### src/rtl/activity_led_scheduler.sv
// activity_led_scheduler: round-robin sharing of one LED, showing the granted source as (index+1) blinks then a dark gap
module activity_led_scheduler #(
    parameter int NUM_SRC     = 4,
    parameter int PHASE_WIDTH = 24
) (
    input  logic                       clk,
    input  logic                       rst,
    input  logic [NUM_SRC-1:0]         trigger,
    output logic                       led_out,
    output logic                       busy,
    output logic [$clog2(NUM_SRC)-1:0] grant_id,
    output logic [NUM_SRC-1:0]         pending
);
    localparam int IW = $clog2(NUM_SRC);
    localparam int TW = PHASE_WIDTH + 1;
    localparam int CW = $clog2(NUM_SRC + 1);
    localparam logic [TW-1:0] P_END = {1'b0, {PHASE_WIDTH{1'b1}}};
    localparam logic [TW-1:0] G_END = {TW{1'b1}};
    typedef enum logic [1:0] {IDLE, ON, OFF, GAP} state_t;
    state_t r_state;
    logic [TW-1:0] r_timer;
    logic [CW-1:0] r_blink;
    logic [IW-1:0] r_last;
    logic [IW-1:0] r_grant;
    logic [NUM_SRC-1:0] r_pending;
    logic r_led;
    logic r_busy;
    logic w_found;
    logic [IW-1:0] w_winner;
    logic [NUM_SRC-1:0] w_clear;
    logic w_p_done;
    always_comb begin
        w_found  = 1'b0;
        w_winner = '0;
        for (int k = NUM_SRC; k >= 1; k--) begin
            if (r_pending[(int'(r_last) + k) % NUM_SRC]) begin
                w_found  = 1'b1;
                w_winner = IW'((int'(r_last) + k) % NUM_SRC);
            end
        end
        w_clear  = (r_state == IDLE && w_found) ? (NUM_SRC'(1) << w_winner) : '0;
        w_p_done = (r_timer == P_END);
    end
    always_ff @(posedge clk) begin
        if (rst) begin
            r_state   <= IDLE;
            r_timer   <= '0;
            r_blink   <= '0;
            r_last    <= IW'(NUM_SRC - 1);
            r_grant   <= '0;
            r_pending <= '0;
            r_led     <= 1'b0;
            r_busy    <= 1'b0;
        end else begin
            r_pending <= (r_pending & ~w_clear) | trigger;
            unique case (r_state)
                IDLE: begin
                    if (w_found) begin
                        r_state <= ON;
                        r_led   <= 1'b1;
                        r_busy  <= 1'b1;
                        r_grant <= w_winner;
                        r_last  <= w_winner;
                        r_blink <= CW'(w_winner) + CW'(1);
                        r_timer <= '0;
                    end
                end
                ON: begin
                    if (w_p_done) begin
                        r_state <= OFF;
                        r_led   <= 1'b0;
                        r_timer <= '0;
                        r_blink <= r_blink - CW'(1);
                    end else begin
                        r_timer <= r_timer + TW'(1);
                    end
                end
                OFF: begin
                    if (w_p_done) begin
                        r_state <= (r_blink != '0) ? ON : GAP;
                        r_led   <= (r_blink != '0);
                        r_timer <= '0;
                    end else begin
                        r_timer <= r_timer + TW'(1);
                    end
                end
                GAP: begin
                    if (r_timer == G_END) begin
                        r_state <= IDLE;
                        r_busy  <= 1'b0;
                        r_timer <= '0;
                    end else begin
                        r_timer <= r_timer + TW'(1);
                    end
                end
                default: r_state <= IDLE;
            endcase
        end
    end
    assign led_out  = r_led;
    assign busy     = r_busy;
    assign grant_id = r_grant;
    assign pending  = r_pending;
endmodule

### config.mk
export PLATFORM = sky130hd
export DESIGN_NAME = activity_led_scheduler
export DESIGN_NICKNAME = d
export VERILOG_FILES = /design/src/rtl/activity_led_scheduler.sv
export SDC_FILE = /design/constraint.sdc
export NUM_CORES = 1
export LEC_CHECK = 0
export BUFFER_PORTS_ARGS = -buffer_cell sky130_fd_sc_hd__buf_2
export CORE_MARGIN = 1
export CORE_UTILIZATION = 45
export DETAILED_ROUTE_END_ITERATION = 12
export HOLD_SLACK_MARGIN = 0.12
export RECOVER_POWER = 100
export SKIP_LAST_GASP = 1
export SYNTH_ARGS = -nofsm -noshare
export SYNTH_HDL_FRONTEND = slang
export SYNTH_SLANG_ARGS = --single-unit
export TNS_END_PERCENT = 5
### constraint.sdc
create_clock -name clk -period 3.25 [get_ports clk]
set_clock_uncertainty 0.05 [all_clocks]
set_input_delay 0.65 -clock clk [delete_from_list [all_inputs] [get_ports clk]]
set_output_delay 0.65 -clock clk [all_outputs]
set_load 0.01 [all_outputs]
==> results.cfg <==
[routing]
antenna_left = 0
finalWirelength_um = 4942
drcViolationCount = 0
vias = 1982
drt_iter0_drc = 96
vias_per_cell = 5.881
first_pass_iters = 4
post_drt_wl_per_cell_um = 14.66

[placed_design]
routabilityCongestion = 0.8719
place_area_um2 = 2301
hpwl_um = 3499
place_inst = 330
io_buffers = 13

[timing]
fin_tns_setup_ps = 0
max_freq_mhz = 367.7
finalSetupViolCount = 0
timing.hold.ws_ps = 417.2
worstMarginPinSlew_ps = 872.5
slew_headroom_pct = 41.38
finalHoldViolations = 0
rsz0062_at_grt = no
period_share_pct = 83.67
slew_violations = 0
min_period_ps = 2719

[floorplanning]
die_h_um = 71.70
num_io_pins = 14
coreArea_um2 = 4504
row_count = 24
die_w_um = 71.70
dieArea_um2 = 5140
start_util_pct = 48.53

[clock_network]
ctsHoldBuffers = 0
root_buffer = clkbuf_8
cts-resized-gates = 0
cts_buffers = 5
cts_sinks = 40
htreeDepth = 2
cts_buffer_depth = 2
clock_latency_ps = 290
path_clk_slew_ps = 80
cts_tree = done
cts_setup_buffers = 0

[min_path]
hold_class = reg2reg
min_from = grant_id[1]
holdPathStages = 2
min_to = grant_id[1]

[synth]
synth_top_area_share_pct = 36.63
synth_nets = 286
synth_top_area_cell = dfxtp_1
synth_cells = 272
synth-async-reset-ratio_pct = 0
synth_edf_count = 0
synth_compound_area_share_pct = 19.12
synth_ff_type = dfxtp_1
synth_top_family_by_area = simple AND/OR/NAND/NOR gates
synth_seq_cells = 40
yosys-top-cells-area = dfxtp_1 (37%), a21oi_1 (6.4%), nor2_1 (5.0%)
ys_warn_count = 0
synthAdderAreaFrac_pct = 4.579
seq_area_frac_synth_pct = 36.63
avgSynthCellArea_um2 = 8.036
yosys-mux-area-fraction_pct = 0.4579
syn_area_um2 = 2186
synthXorXnorAreaFrac_pct = 4.408
yosys.area_share.simple_pct = 31.20
synth_cell_types = 48

[setup_path]
path_class = reg2reg
reg2reg_depth = 7
critPathMaxFanout = 5
worstSetupEndpointType = flip-flop
worstReg2RegStart = r_timer[0]
reg2reg_slack_ps = 530
critical_path_arrival_ps = 2830
required_ps = 3370
start_kind = flip-flop
reg2reg_to = r_blink[2]

[final_layout]
final_common_cell = dfxtp_1
n_antenna_cell = 0
fin_cells = 337
drive_above_1_share_pct = 7.018
nNetsFinal = 299
syn_to_final_growth_pct = 6.812
design_area_um2 = 2335
final_cell_mix = dfxtp_1 (40), nor2_1 (29), a21oi_1 (29), nand2_1 (20), nand3_1 (19)
fin_util_pct = 51.83

[flow_run]
drv_cap = 0

[global_route]
grt_antenna_before_repair = 0
overflow = 0
grt_usage_pct = 21.31
grt_pass1_vias = 1892
grt_pass1_wl_um = 8569
grt_max_degree = 33

[pwr]
p_leak_nw = 0.7990
max-vdd-ir-drop_mv = 0.2550
power.density_nw_per_um2 = 647.5

[run_status]
outcome = completed
## worst max-delay path by stage
stage / from / end / slack [ps] / cells past startpoint
after global placement: r_timer[0] / r_blink[2] / 710 / 7
after global routing: r_timer[0] / r_blink[2] / 350 / 7
after CTS: r_timer[0] / r_blink[2] / 640 / 7
after floorplan: r_timer[0] / r_blink[1] / 920 / 7
after detailed placement: r_timer[0] / r_blink[2] / 670 / 7
final: r_timer[0] / r_blink[2] / 530 / 7
## stage by stage
step / worst slack [ps] / total power, mW
4_1_cts: 636.2 / 1.554
2_1_floorplan: 916.8 / 1.090
6_report: 530.6 / 1.512
5_1_grt: 348.9 / 1.646
3_3_place_gp: 714.4 / 1.241
3_5_place_dp: 673.1 / 1.237
## layer usage
metal / up-vias / GRT usage (%) / wire (µm) / share of wire [%]
met2: 37 / 36.27 / 2328 / 47
met5: - / 0 / 0 / 0
met1: 926 / 26.94 / 2382 / 48
li1: 1013 / - / - / -
met3: 6 / 4.219 / 169 / 3.4
met4: 0 / 7.190 / 61 / 1.2
## registers in the layout, summed over array words and instances (netlist names)
| signal | count |
|---|---|
| grant_id | 2 |
| led_out | 1 |
| r_last | 2 |
| r_blink | 3 |
| pending | 4 |
| r_state | 2 |
| busy | 1 |
| r_timer | 25 |
## power breakdown
part           switching, mW  total (mW)  leakage, nW  internal, mW
registers             0.0479       0.599        0.326         0.551
logic                  0.377       0.600        0.432         0.223
clock network          0.166       0.312       0.0410         0.146
## kinds of logic (layout without fill, tap and decap cells)
logic type | Yosys count | after routing
simple gates | 124 | 124
compound gates | 68 | 68
flops | 40 | 40
buf+inv | 20 | 33
xor+xnor | 11 | 11
fa+ha+maj | 8 | 8
mux | 1 | 1
## Yosys cell counts (4+ instances only)
| library cell | count |
|---|---|
| inv_1 | 9 |
| ha_1 | 8 |
| xor2_1 | 9 |
| nand3_1 | 19 |
| a21oi_1 | 28 |
| nand2_1 | 20 |
| dfxtp_1 | 40 |
| nand4_1 | 9 |
| a31oi_1 | 4 |
| or3_1 | 5 |
| nand2b_1 | 5 |
| clkbuf_1 | 8 |
| o21ai_0 | 16 |
| nor2_1 | 29 |
| nor3_1 | 7 |
| nand3b_1 | 7 |
## critical path, stage by stage, from the launching register on
cell and delay (ps):
dfxtp_1 380, ha_1 240, nand3_1 170, or4_1 660, nor4_1 640, nand4_1 180, a32oi_1 220, nor2_1 50
## cell type report
class / count / area (µm²)
multi-input combinational: 212 / 1280
clock buffer: 6 / 72.57
clock inverter: 1 / 5.005
sequential: 40 / 800.8
inverter: 9 / 33.78
tap: 52 / 65.06
timing repair buffer: 17 / 77.57
fill: 472 / 2170
Note: power is estimated with default switching activity, not from simulation.
